File: src/rtl/fp_normalize_pipe_if.sv
// rtl/fp_normalize_pipe_if.sv - handshake and data bundle for fp_normalize_pipe
//
// Input side : in_valid/in_ready with mode_fp, mant_in, exp_in, tag_in.
// Output side: out_valid/out_ready with mant_out, exp_out, flags, tag_out.
// master drives operations and accepts results; slave is the normalizer.
interface fp_normalize_pipe_if #(
    parameter int MANT_W = 49,
    parameter int EXP_W  = 9,
    parameter int TAG_W  = 4
);
    logic              in_valid;
    logic              in_ready;
    logic              mode_fp;
    logic [MANT_W-1:0] mant_in;
    logic [EXP_W-1:0]  exp_in;
    logic [TAG_W-1:0]  tag_in;
    logic              out_valid;
    logic              out_ready;
    logic [MANT_W-1:0] mant_out;
    logic [EXP_W-1:0]  exp_out;
    logic [4:0]        flags;
    logic [TAG_W-1:0]  tag_out;

    modport master (
        output in_valid, mode_fp, mant_in, exp_in, tag_in, out_ready,
        input  in_ready, out_valid, mant_out, exp_out, flags, tag_out
    );

    modport slave (
        input  in_valid, mode_fp, mant_in, exp_in, tag_in, out_ready,
        output in_ready, out_valid, mant_out, exp_out, flags, tag_out
    );
endinterface

File: src/rtl/fp_normalize_pipe.sv
// rtl/fp_normalize_pipe.sv - two-stage elastic floating-point mantissa normalizer
//
// Stage 1 registers an accepted operation together with its carry bit, the
// leading-zero count of the hidden-bit field and the available exponent
// headroom. Stage 2 shifts, adjusts the exponent and registers the result
// and flags {overflow, underflow, inexact, zero, denormal}.
//
// Ports:
//   clk, rst_n          clock (rising edge), asynchronous active-low reset
//   bus (slave)         in_valid/in_ready/mode_fp/mant_in/exp_in/tag_in and
//                       out_valid/out_ready/mant_out/exp_out/flags/tag_out
//   stat_clr, ovf_cnt, unf_cnt, inx_cnt
//                       saturating flag counters, present only when the
//                       macro FP_NORM_STATS_EN is defined
module fp_normalize_pipe #(
    parameter int MANT_W = 49,
    parameter int EXP_W  = 9,
    parameter int TAG_W  = 4
) (
    input  logic        clk,
    input  logic        rst_n,
`ifdef FP_NORM_STATS_EN
    input  logic        stat_clr,
    output logic [15:0] ovf_cnt,
    output logic [15:0] unf_cnt,
    output logic [15:0] inx_cnt,
`endif
    fp_normalize_pipe_if.slave bus
);
    localparam int LZC_W = $clog2(MANT_W);
    localparam int CMP_W = (EXP_W > LZC_W) ? EXP_W : LZC_W;
    localparam int EW1   = EXP_W + 1;
    localparam logic [EXP_W:0] MAX_HALF = EW1'(30);
    localparam logic [EXP_W:0] MAX_SGL  = EW1'(254);

    // Stage 1 state
    logic              s1_valid_q;
    logic [MANT_W-1:0] s1_mant_q;
    logic [EXP_W-1:0]  s1_exp_q;
    logic              s1_mode_q;
    logic [TAG_W-1:0]  s1_tag_q;
    logic              s1_carry_q;
    logic [LZC_W-1:0]  s1_lzc_q;
    logic [EXP_W-1:0]  s1_head_q;

    // Stage 2 (output) state
    logic              out_valid_q;
    logic [MANT_W-1:0] mant_out_q;
    logic [EXP_W-1:0]  exp_out_q;
    logic [4:0]        flags_q;
    logic [TAG_W-1:0]  tag_out_q;

    logic             s2_free;
    logic             s1_advance;
    logic             in_fire;
    logic [LZC_W-1:0] lzc_d;
    logic [EXP_W-1:0] head_d;

    assign s2_free      = !out_valid_q || bus.out_ready;
    assign s1_advance   = s1_valid_q && s2_free;
    assign bus.in_ready = !s1_valid_q || s1_advance;
    assign in_fire      = bus.in_valid && bus.in_ready;

    // Priority leading-zero count over the hidden-bit field; the highest set
    // bit is visited last and therefore wins.
    always_comb begin
        lzc_d = LZC_W'(MANT_W - 1);
        for (int i = 0; i < MANT_W - 1; i++) begin
            if (bus.mant_in[i]) lzc_d = LZC_W'(MANT_W - 2 - i);
        end
        head_d = (bus.exp_in == '0) ? '0 : bus.exp_in - EXP_W'(1);
    end

    always_ff @(posedge clk or negedge rst_n) begin
        if (!rst_n) begin
            s1_valid_q <= 1'b0;
            s1_mant_q  <= '0;
            s1_exp_q   <= '0;
            s1_mode_q  <= 1'b0;
            s1_tag_q   <= '0;
            s1_carry_q <= 1'b0;
            s1_lzc_q   <= '0;
            s1_head_q  <= '0;
        end else if (in_fire) begin
            s1_valid_q <= 1'b1;
            s1_mant_q  <= bus.mant_in;
            s1_exp_q   <= bus.exp_in;
            s1_mode_q  <= bus.mode_fp;
            s1_tag_q   <= bus.tag_in;
            s1_carry_q <= bus.mant_in[MANT_W-1];
            s1_lzc_q   <= lzc_d;
            s1_head_q  <= head_d;
        end else if (s1_advance) begin
            s1_valid_q <= 1'b0;
        end
    end

    logic [EXP_W:0]    max_exp;
    logic [EXP_W:0]    exp_adj;
    logic [LZC_W-1:0]  shift;
    logic [MANT_W-1:0] mant_d;
    logic [EXP_W-1:0]  exp_d;
    logic [4:0]        flags_d;
    logic              ovf, unf, inx, zero, den;

    always_comb begin
        max_exp = s1_mode_q ? MAX_SGL : MAX_HALF;
        exp_adj = {1'b0, s1_exp_q};
        mant_d  = s1_mant_q;
        shift   = '0;
        ovf     = 1'b0;
        unf     = 1'b0;
        inx     = 1'b0;
        zero    = 1'b0;
        if (s1_mant_q == '0) begin
            zero    = 1'b1;
            exp_adj = '0;
        end else if (s1_carry_q) begin
            mant_d  = s1_mant_q >> 1;
            exp_adj = {1'b0, s1_exp_q} + EW1'(1);
            inx     = s1_mant_q[0];
        end else if (s1_exp_q == '0) begin
            unf = 1'b1;
        end else begin
            // Never shift past exponent 1; headroom < lzc implies it fits LZC_W.
            if (CMP_W'(s1_lzc_q) <= CMP_W'(s1_head_q)) shift = s1_lzc_q;
            else                                      shift = LZC_W'(s1_head_q);
            mant_d  = s1_mant_q << shift;
            exp_adj = {1'b0, s1_exp_q} - EW1'(shift);
        end
        // Widened arithmetic: a wrapped increment also lands above max_exp.
        if (!zero && (exp_adj > max_exp)) begin
            ovf     = 1'b1;
            exp_adj = max_exp + EW1'(1);
        end
        exp_d   = exp_adj[EXP_W-1:0];
        den     = !zero && (exp_d == EXP_W'(1)) && !mant_d[MANT_W-2];
        flags_d = {ovf, unf, inx, zero, den};
    end

    always_ff @(posedge clk or negedge rst_n) begin
        if (!rst_n) begin
            out_valid_q <= 1'b0;
            mant_out_q  <= '0;
            exp_out_q   <= '0;
            flags_q     <= '0;
            tag_out_q   <= '0;
        end else if (s1_advance) begin
            out_valid_q <= 1'b1;
            mant_out_q  <= mant_d;
            exp_out_q   <= exp_d;
            flags_q     <= flags_d;
            tag_out_q   <= s1_tag_q;
        end else if (bus.out_ready) begin
            out_valid_q <= 1'b0;
        end
    end

    assign bus.out_valid = out_valid_q;
    assign bus.mant_out  = mant_out_q;
    assign bus.exp_out   = exp_out_q;
    assign bus.flags     = flags_q;
    assign bus.tag_out   = tag_out_q;

`ifdef FP_NORM_STATS_EN
    logic        out_fire;
    logic [15:0] ovf_cnt_q, unf_cnt_q, inx_cnt_q;

    assign out_fire = out_valid_q && bus.out_ready;

    always_ff @(posedge clk or negedge rst_n) begin
        if (!rst_n) begin
            ovf_cnt_q <= '0;
            unf_cnt_q <= '0;
            inx_cnt_q <= '0;
        end else if (stat_clr) begin
            ovf_cnt_q <= '0;
            unf_cnt_q <= '0;
            inx_cnt_q <= '0;
        end else if (out_fire) begin
            if (flags_q[4] && (ovf_cnt_q != 16'hFFFF)) ovf_cnt_q <= ovf_cnt_q + 16'd1;
            if (flags_q[3] && (unf_cnt_q != 16'hFFFF)) unf_cnt_q <= unf_cnt_q + 16'd1;
            if (flags_q[2] && (inx_cnt_q != 16'hFFFF)) inx_cnt_q <= inx_cnt_q + 16'd1;
        end
    end

    assign ovf_cnt = ovf_cnt_q;
    assign unf_cnt = unf_cnt_q;
    assign inx_cnt = inx_cnt_q;
`endif
endmodule

File: src/flat_wrapper.sv
// flat-port wrapper written by rule: the top's interface ports become plain ports
module fp_normalize_pipe_flat 
#(
    parameter int MANT_W = 49,
    parameter int EXP_W  = 9,
    parameter int TAG_W  = 4
)
  (clk, rst_n, bus_in_valid, bus_mode_fp, bus_mant_in, bus_exp_in, bus_tag_in, bus_out_ready, bus_in_ready, bus_out_valid, bus_mant_out, bus_exp_out, bus_flags, bus_tag_out);
  fp_normalize_pipe_if #(.MANT_W(MANT_W), .EXP_W(EXP_W), .TAG_W(TAG_W)) bus_i ();
  input  logic clk;
  input  logic rst_n;
  input wire logic [$bits(bus_i.in_valid)-1:0] bus_in_valid;
  input wire logic [$bits(bus_i.mode_fp)-1:0] bus_mode_fp;
  input wire logic [$bits(bus_i.mant_in)-1:0] bus_mant_in;
  input wire logic [$bits(bus_i.exp_in)-1:0] bus_exp_in;
  input wire logic [$bits(bus_i.tag_in)-1:0] bus_tag_in;
  input wire logic [$bits(bus_i.out_ready)-1:0] bus_out_ready;
  output wire logic [$bits(bus_i.in_ready)-1:0] bus_in_ready;
  output wire logic [$bits(bus_i.out_valid)-1:0] bus_out_valid;
  output wire logic [$bits(bus_i.mant_out)-1:0] bus_mant_out;
  output wire logic [$bits(bus_i.exp_out)-1:0] bus_exp_out;
  output wire logic [$bits(bus_i.flags)-1:0] bus_flags;
  output wire logic [$bits(bus_i.tag_out)-1:0] bus_tag_out;
  assign bus_i.in_valid = bus_in_valid;
  assign bus_i.mode_fp = bus_mode_fp;
  assign bus_i.mant_in = bus_mant_in;
  assign bus_i.exp_in = bus_exp_in;
  assign bus_i.tag_in = bus_tag_in;
  assign bus_i.out_ready = bus_out_ready;
  assign bus_in_ready = bus_i.in_ready;
  assign bus_out_valid = bus_i.out_valid;
  assign bus_mant_out = bus_i.mant_out;
  assign bus_exp_out = bus_i.exp_out;
  assign bus_flags = bus_i.flags;
  assign bus_tag_out = bus_i.tag_out;
  fp_normalize_pipe #(.MANT_W(MANT_W), .EXP_W(EXP_W), .TAG_W(TAG_W)) u_core (.clk(clk), .rst_n(rst_n), .bus(bus_i));
endmodule
File: config.mk
export PLATFORM = sky130hd
export DESIGN_NAME = fp_normalize_pipe_flat
export DESIGN_NICKNAME = d
export VERILOG_FILES = /design/src/rtl/fp_normalize_pipe_if.sv /design/src/rtl/fp_normalize_pipe.sv /design/src/flat_wrapper.sv
export SDC_FILE = /design/constraint.sdc
export NUM_CORES = 1
export LEC_CHECK = 0
export ABC_AREA = 1
export ABC_CLOCK_PERIOD_IN_PS = 4900
export BUFFER_PORTS_ARGS = -buffer_cell sky130_fd_sc_hd__buf_4
export CORE_ASPECT_RATIO = 1.4
export CORE_MARGIN = 4
export CORE_UTILIZATION = 54
export DETAILED_ROUTE_END_ITERATION = 10
export PLACE_DENSITY = 0.8
export SLEW_MARGIN = 40
export SYNTH_ARGS = -nofsm -noshare
export SYNTH_HDL_FRONTEND = slang
export SYNTH_SLANG_ARGS = --single-unit
File: constraint.sdc
create_clock -name clk -period 4.9 [get_ports clk]
set_clock_uncertainty 0.15 [all_clocks]
set_input_delay 0.98 -clock clk [delete_from_list [all_inputs] [get_ports clk]]
set_output_delay 0.98 -clock clk [all_outputs]
set_load 0.02 [all_outputs]
# After elaboration in Yosys (flattened, before gate mapping)
# Cells that the tools add are included.
[totals] rom_bits=0 reg_bits=148 mem_count=0 ram_bits=0 latch_bits=0 inputBits=67
[op_classes] n_bitwise=0 n_lt_le_gt_ge=2 add_sub_neg=4 n_mul=0 n_mux=72 n_reduce_logical=16 n_eq_ne=1 shift=1 n_div=0
[op_table] operator="two-way mux 6 bit" count=51
[op_table] operator="two-way mux 49 bit" count=3
[op_table] operator="zero test 49 bit" count=1
[op_table] operator="left shift 49 x 6 -> 49 bit" count=1
[op_table] operator="two-way mux 10 bit" count=3
[op_table] operator="zero test 9 bit" count=2
[op_table] operator="two-way mux 9 bit" count=2
[op_table] operator="two-way mux 1 bit" count=11
[op_table] operator="adder 9 x 1 -> 10 bit (second input constant)" count=1
[op_table] operator="greater-than comparator 10 x 8 -> 1 bit" count=1
[op_table] operator="subtractor 9 x 6 -> 10 bit" count=1
[op_table] operator="adder 9 x 1 -> 9 bit (second input constant)" count=1
[op_table] operator="equality test 9 x 1 -> 1 bit (second input constant)" count=1
[op_table] operator="<= comparator 6 x 9 -> 1 bit" count=1
[op_table] operator="subtractor 9 x 1 -> 9 bit (second input constant)" count=1
[op_table] operator="two-way mux 8 bit" count=1
[op_table] operator="logical AND 1 bit" count=5
[op_table] operator="two-way mux 5 bit" count=1
[op_table] operator="zero test 1 bit" count=4
[op_table] operator="nonzero test 2 bit" count=2
[op_table] operator="logical OR 1 bit" count=2

# Longest topological paths before layout
[logic_depth] ltp_word=48 depth_mapped=49

# Worst setup path before layout
# Ideal clock, no wire load.
[synth_path] kind="register to register" startpoint="register u_core.s1_head_q[5]" endpoint="register u_core.flags_q[0] (netlist: u_core.bus.flags[0])" path_stages_with_launch=31 setup_time_ps=122 t_required_ps=4628 slack_ps=-297 arrival_time_ps=4925 path_cell_list="dfrtp_1 inv_1 ha_1 nand2_1 inv_1 a221oi_1 o21ai_1 o211ai_1 buf_2 nand2_1 o21ai_1 clkbuf_1 buf_2 ha_1 a21oi_1 nand2_1 a21oi_1 o21ai_0 xor2_1 a21oi_1 ha_1 nand2_1 nor4_2 or3b_1 a221oi_2 nor2_2 clkinv_2 nand2_2 nand2_1 nor2_1 a32o_1"
[synth_via] elab_chain_len=15
[synth_lines] item="from (decl)" line_no="fp_normalize_pipe.sv:44" source="logic [EXP_W-1:0] s1_head_q;"
[synth_lines] item="from (signal assigned)" line_no="fp_normalize_pipe.sv:83" source="s1_head_q <= '0;"
[synth_lines] item="from (signal assigned)" line_no="fp_normalize_pipe.sv:92" source="s1_head_q <= head_d;"
[synth_lines] item="<= comparator 6 x 9 -> 1 bit" line_no="fp_normalize_pipe.sv:126" source="if (CMP_W'(s1_lzc_q) <= CMP_W'(s1_head_q)) shift = s1_lzc_q;"
[synth_lines] item="two-way mux 6 bit *" line_no="fp_normalize_pipe.sv:126"
[synth_lines] item="two-way mux 6 bit *" line_no="fp_normalize_pipe.sv:122" source="end else if (s1_exp_q == '0) begin"
[synth_lines] item="two-way mux 6 bit *" line_no="fp_normalize_pipe.sv:118" source="end else if (s1_carry_q) begin"
[synth_lines] item="two-way mux 6 bit *" line_no="fp_normalize_pipe.sv:115" source="if (s1_mant_q == '0) begin"
[synth_lines] item="subtractor 9 x 6 -> 10 bit" line_no="fp_normalize_pipe.sv:129" source="exp_adj = {1'b0, s1_exp_q} - EW1'(shift);"
[synth_lines] item="two-way mux 10 bit" line_no="fp_normalize_pipe.sv:122"
[synth_lines] item="two-way mux 10 bit" line_no="fp_normalize_pipe.sv:118"
[synth_lines] item="two-way mux 10 bit" line_no="fp_normalize_pipe.sv:115"
[synth_lines] item="greater-than comparator 10 x 8 -> 1 bit" line_no="fp_normalize_pipe.sv:132" source="if (!zero && (exp_adj > max_exp)) begin"
[synth_lines] item="logical AND 1 bit" line_no="fp_normalize_pipe.sv:132"
[synth_lines] item="two-way mux 9 bit" line_no="fp_normalize_pipe.sv:132"
[synth_lines] item="equality test 9 x 1 -> 1 bit" line_no="fp_normalize_pipe.sv:137" source="den = !zero && (exp_d == EXP_W'(1)) && !mant_d[MANT_W-2];"
[synth_lines] item="logical AND 1 bit" line_no="fp_normalize_pipe.sv:137"
[synth_lines] item="logical AND 1 bit *" line_no="fp_normalize_pipe.sv:137"
[synth_lines] item="to (signal assigned)" line_no="fp_normalize_pipe.sv:152" source="flags_q <= flags_d;"
[synth_lines] item="to (decl)" line_no="fp_normalize_pipe.sv:50" source="logic [4:0] flags_q;"
# Every way passes the cells marked *; elsewhere a longest branch is shown, timed or not. The select of a mux whose other input is x is not followed.
# A chain may end at the register's enable or synchronous reset.

# Worst setup path after layout
[layout_path] startpoint="register u_core.s1_head_q[4]" endpoint="register u_core.flags_q[0] (netlist: u_core.bus.flags[0])"
# Same word-level chain as after synthesis.

==> results.json <==
{
  "outcome": "completed",
  "critPathLaunchType": "flip-flop",
  "vias": 11700,
  "slew_headroom": 0.401,
  "hold_viol": 0,
  "final-instance-count-excl-fill": 1929,
  "clk_latency_ps": 440,
  "placedCellCount": 1887,
  "crit_path_top_delay_cell": "dfrtp_1",
  "ys_seq_area_frac": 0.353,
  "wl_per_cell_microns": 21.0,
  "layout-drive-gt1-share": 0.161,
  "drcViolationCount": 0,
  "path_delay_family": "compound AO/OA/AOI/OAI gates",
  "crit_top_cell": "nand2_1",
  "coreArea_sq_um": 18800,
  "dieArea_sq_um": 21600,
  "power.density_nw_per_um2": 462,
  "worstMarginPinSlew_ps": 898,
  "ys_top_cells_by_count": "nand2_1, o21ai_0, inv_1",
  "n_antenna_cell": 0,
  "chipWidth_microns": 125,
  "antenna_found_initial": 0,
  "dp_slack_ps": -136,
  "place_area_sq_um": 11700,
  "leakagePower_nw": 6.13,
  "rows": 59,
  "track_usage": 0.367,
  "hold_class": "reg2reg",
  "h-tree-depth": 4,
  "cp.arrival_ps": 4980,
  "fmax_ghz": 0.208,
  "seq_area_sq_um": 3680,
  "grt_pass1_vias": 11000,
  "yosysMostFrequentCell": "nand2_1",
  "syn_area_per_cell_sq_um": 6.67,
  "cp_num_cells": 30,
  "yosys.area.top_type": "dfrtp_1",
  "fin_nets": 1759,
  "slew_viol_final": 0,
  "r2r_cells": 30,
  "synthTopCellsByArea": "dfrtp_1, nand2_1, o21ai_0",
  "max_cap_viol_count": 0,
  "postSynth.asyncResetShare": 1.00,
  "cts_root_buffer": "clkbuf_16",
  "min_period_ps": 4800,
  "first_iter_violations": 1571,
  "cpPeakStageDelay_ps": 390,
  "fillers": 1676,
  "end_kind": "flip-flop",
  "clkTransAtPathRegs_ps": 70,
  "peakVddDrop_v": 0.000241,
  "totalWireLength_mm": 40.5,
  "crit_buf_inv": 6,
  "start_util": 0.555,
  "io-pin-count": 136,
  "dp_hpwl_mm": 30.0,
  "synth_edf_count": 0,
  "final_cell_area_sq_um": 12500,
  "synthesis.nets": 1647,
  "numCtsBuffers": 17,
  "grt_max_degree": 76,
  "setup_violations": 0,
  "drt-vias-per-instance": 6.06,
  "area_growth_pct": 20.5,
  "cts_sinks": 147,
  "ys_types": 49,
  "fin_ws_ps": 95.5,
  "place_congestion": 1.06,
  "ant_nets": 0,
  "synth_top_cell_area_share": 0.353,
  "port_buffers": 135,
  "synth_ff_type": "dfrtp_1",
  "cts_buffer_depth": 2,
  "cp.required_ps": 5080,
  "grt-ovfl-total": 0,
  "finalCritPeriodShare": 0.981,
  "multi_input_area_sq_um": 5870,
  "crit_fanout": 7,
  "drtPass1Iterations": 8,
  "syn-instance-count": 1561,
  "ys_seq_elements": 147,
  "worstHoldPathCells": 2,
  "grt_pass1_wl_mm": 61.3,
  "die_h_microns": 172,
  "crit_type": "reg2reg",
  "syn_area_sq_um": 10400,
  "synth_warnings": 0,
  "cts_tree": "yes"
}
metal layers:
metal,routed length [microns],up-vias,share of wire,global-route usage
met5,0,-,0,0
met4,2660,0,0.066,0.208
met3,3160,143,0.078,0.0596
met2,19400,635,0.48,0.630
met1,15300,5446,0.38,0.441
li1,-,5473,-,-
final timing paths:
check | to | slack (ps) | startpoint
min | u_core.bus.tag_out[1] | 330 | u_core.bus.tag_out[1]
min reg2reg | u_core.bus.tag_out[1] | 330 | u_core.bus.tag_out[1]
max | u_core.bus.flags[0] | 100 | u_core.s1_head_q[4]
min in group asynchronous | u_core.s1_tag_q[2] | 410 | rst_n
max in group asynchronous | u_core.s1_mant_q[14] | 3220 | rst_n
max reg2reg | u_core.bus.flags[0] | 100 | u_core.s1_head_q[4]
state kept, by name, indices dropped and copies added (netlist names):
signal	flops
u_core.s1_valid_q	1
u_core.s1_mant_q	49
u_core.s1_lzc_q	6
u_core.bus.mant_out	49
u_core.s1_exp_q	9
u_core.s1_mode_q	1
u_core.bus.tag_out	4
u_core.bus.flags	5
u_core.s1_head_q	9
u_core.s1_tag_q	4
u_core.bus.out_valid	1
u_core.bus.exp_out	9
power by group:
group / internal, mW / total [mW] / switching, mW
registers: 1.52 / 1.79 / 0.269
clock network: 0.719 / 1.30 / 0.580
logic: 0.966 / 2.71 / 1.75
total: 3.20 / 5.80 / 2.59
through the flow:
| stage | setup TNS (ps) | total power [mW] | hold WS, ps | utilization |
|---|---|---|---|---|
| floorplan | 0 | 3.29 | 292 | - |
| finish | 0 | 5.80 | 329 | 0.669 |
| CTS | 0 | 5.66 | 333 | 0.658 |
| detailed placement | -327 | 4.37 | 316 | 0.626 |
| global placement | 0 | 4.33 | 302 | 0.626 |
| global route | -465 | 6.09 | 349 | 0.669 |
cells by family after synthesis:
family | synth area share
adders and majority gates | 0.0236
DFF | 0.353
buffers and inverters | 0.101
and+or+nand+nor | 0.242
AOI/OAI and AO/OA | 0.268
xor gates and xnor gates | 0.00758
muxes | 0.00385
layout make-up:
cell class              instances  share of cell area
inverters                     182              0.0546
well taps                     244              0.0243
clock buffers                  19              0.0353
repair buffers                189               0.115
multi-input cells            1136               0.468
flip-flops and latches        147               0.293
clock inverters                12             0.00987
cell usage in the layout, fill, tap and decap left out, types with 5 or more instances in the layout:
cell type	instances
dfrtp_1	147
a211oi_1	6
o211ai_1	24
a21oi_1	56
nand4_1	6
nand2_1	445
nand2_2	10
inv_2	9
inv_1	171
buf_4	186
a221oi_1	7
xor2_1	6
o311ai_0	12
ha_4	5
o21ai_0	251
nor2_1	84
o221ai_1	15
nor4_1	10
o22ai_1	30
nor3_1	10
o21ai_1	20
nand3_1	42
a22o_1	20
ha_1	12
a21oi_2	5
clkbuf_16	17
a31oi_1	14
worst register-to-register path, delay by kind of cell, from the launching register on:
family	cells	cell delay, ps
adder cells (fa/ha/maj)	3	720
AO/OA/AOI/OAI	12	1770
flip-flops	1	390
AND/OR/NAND/NOR	9	980
buffers and inverters	6	680
timing repair:
| item | CTS | global route |
|---|---|---|
| hold buffers | 0 | 0 |
| gates resized for setup | 2 | 31 |
| buffers inserted | 3 | 8 |
| pin swaps | 3 | 20 |
| setup endpoints to repair | 6 | 11 |
| hold endpoints to repair | 0 | 0 |
No activity file was read; power rests on OpenSTA's default activity.
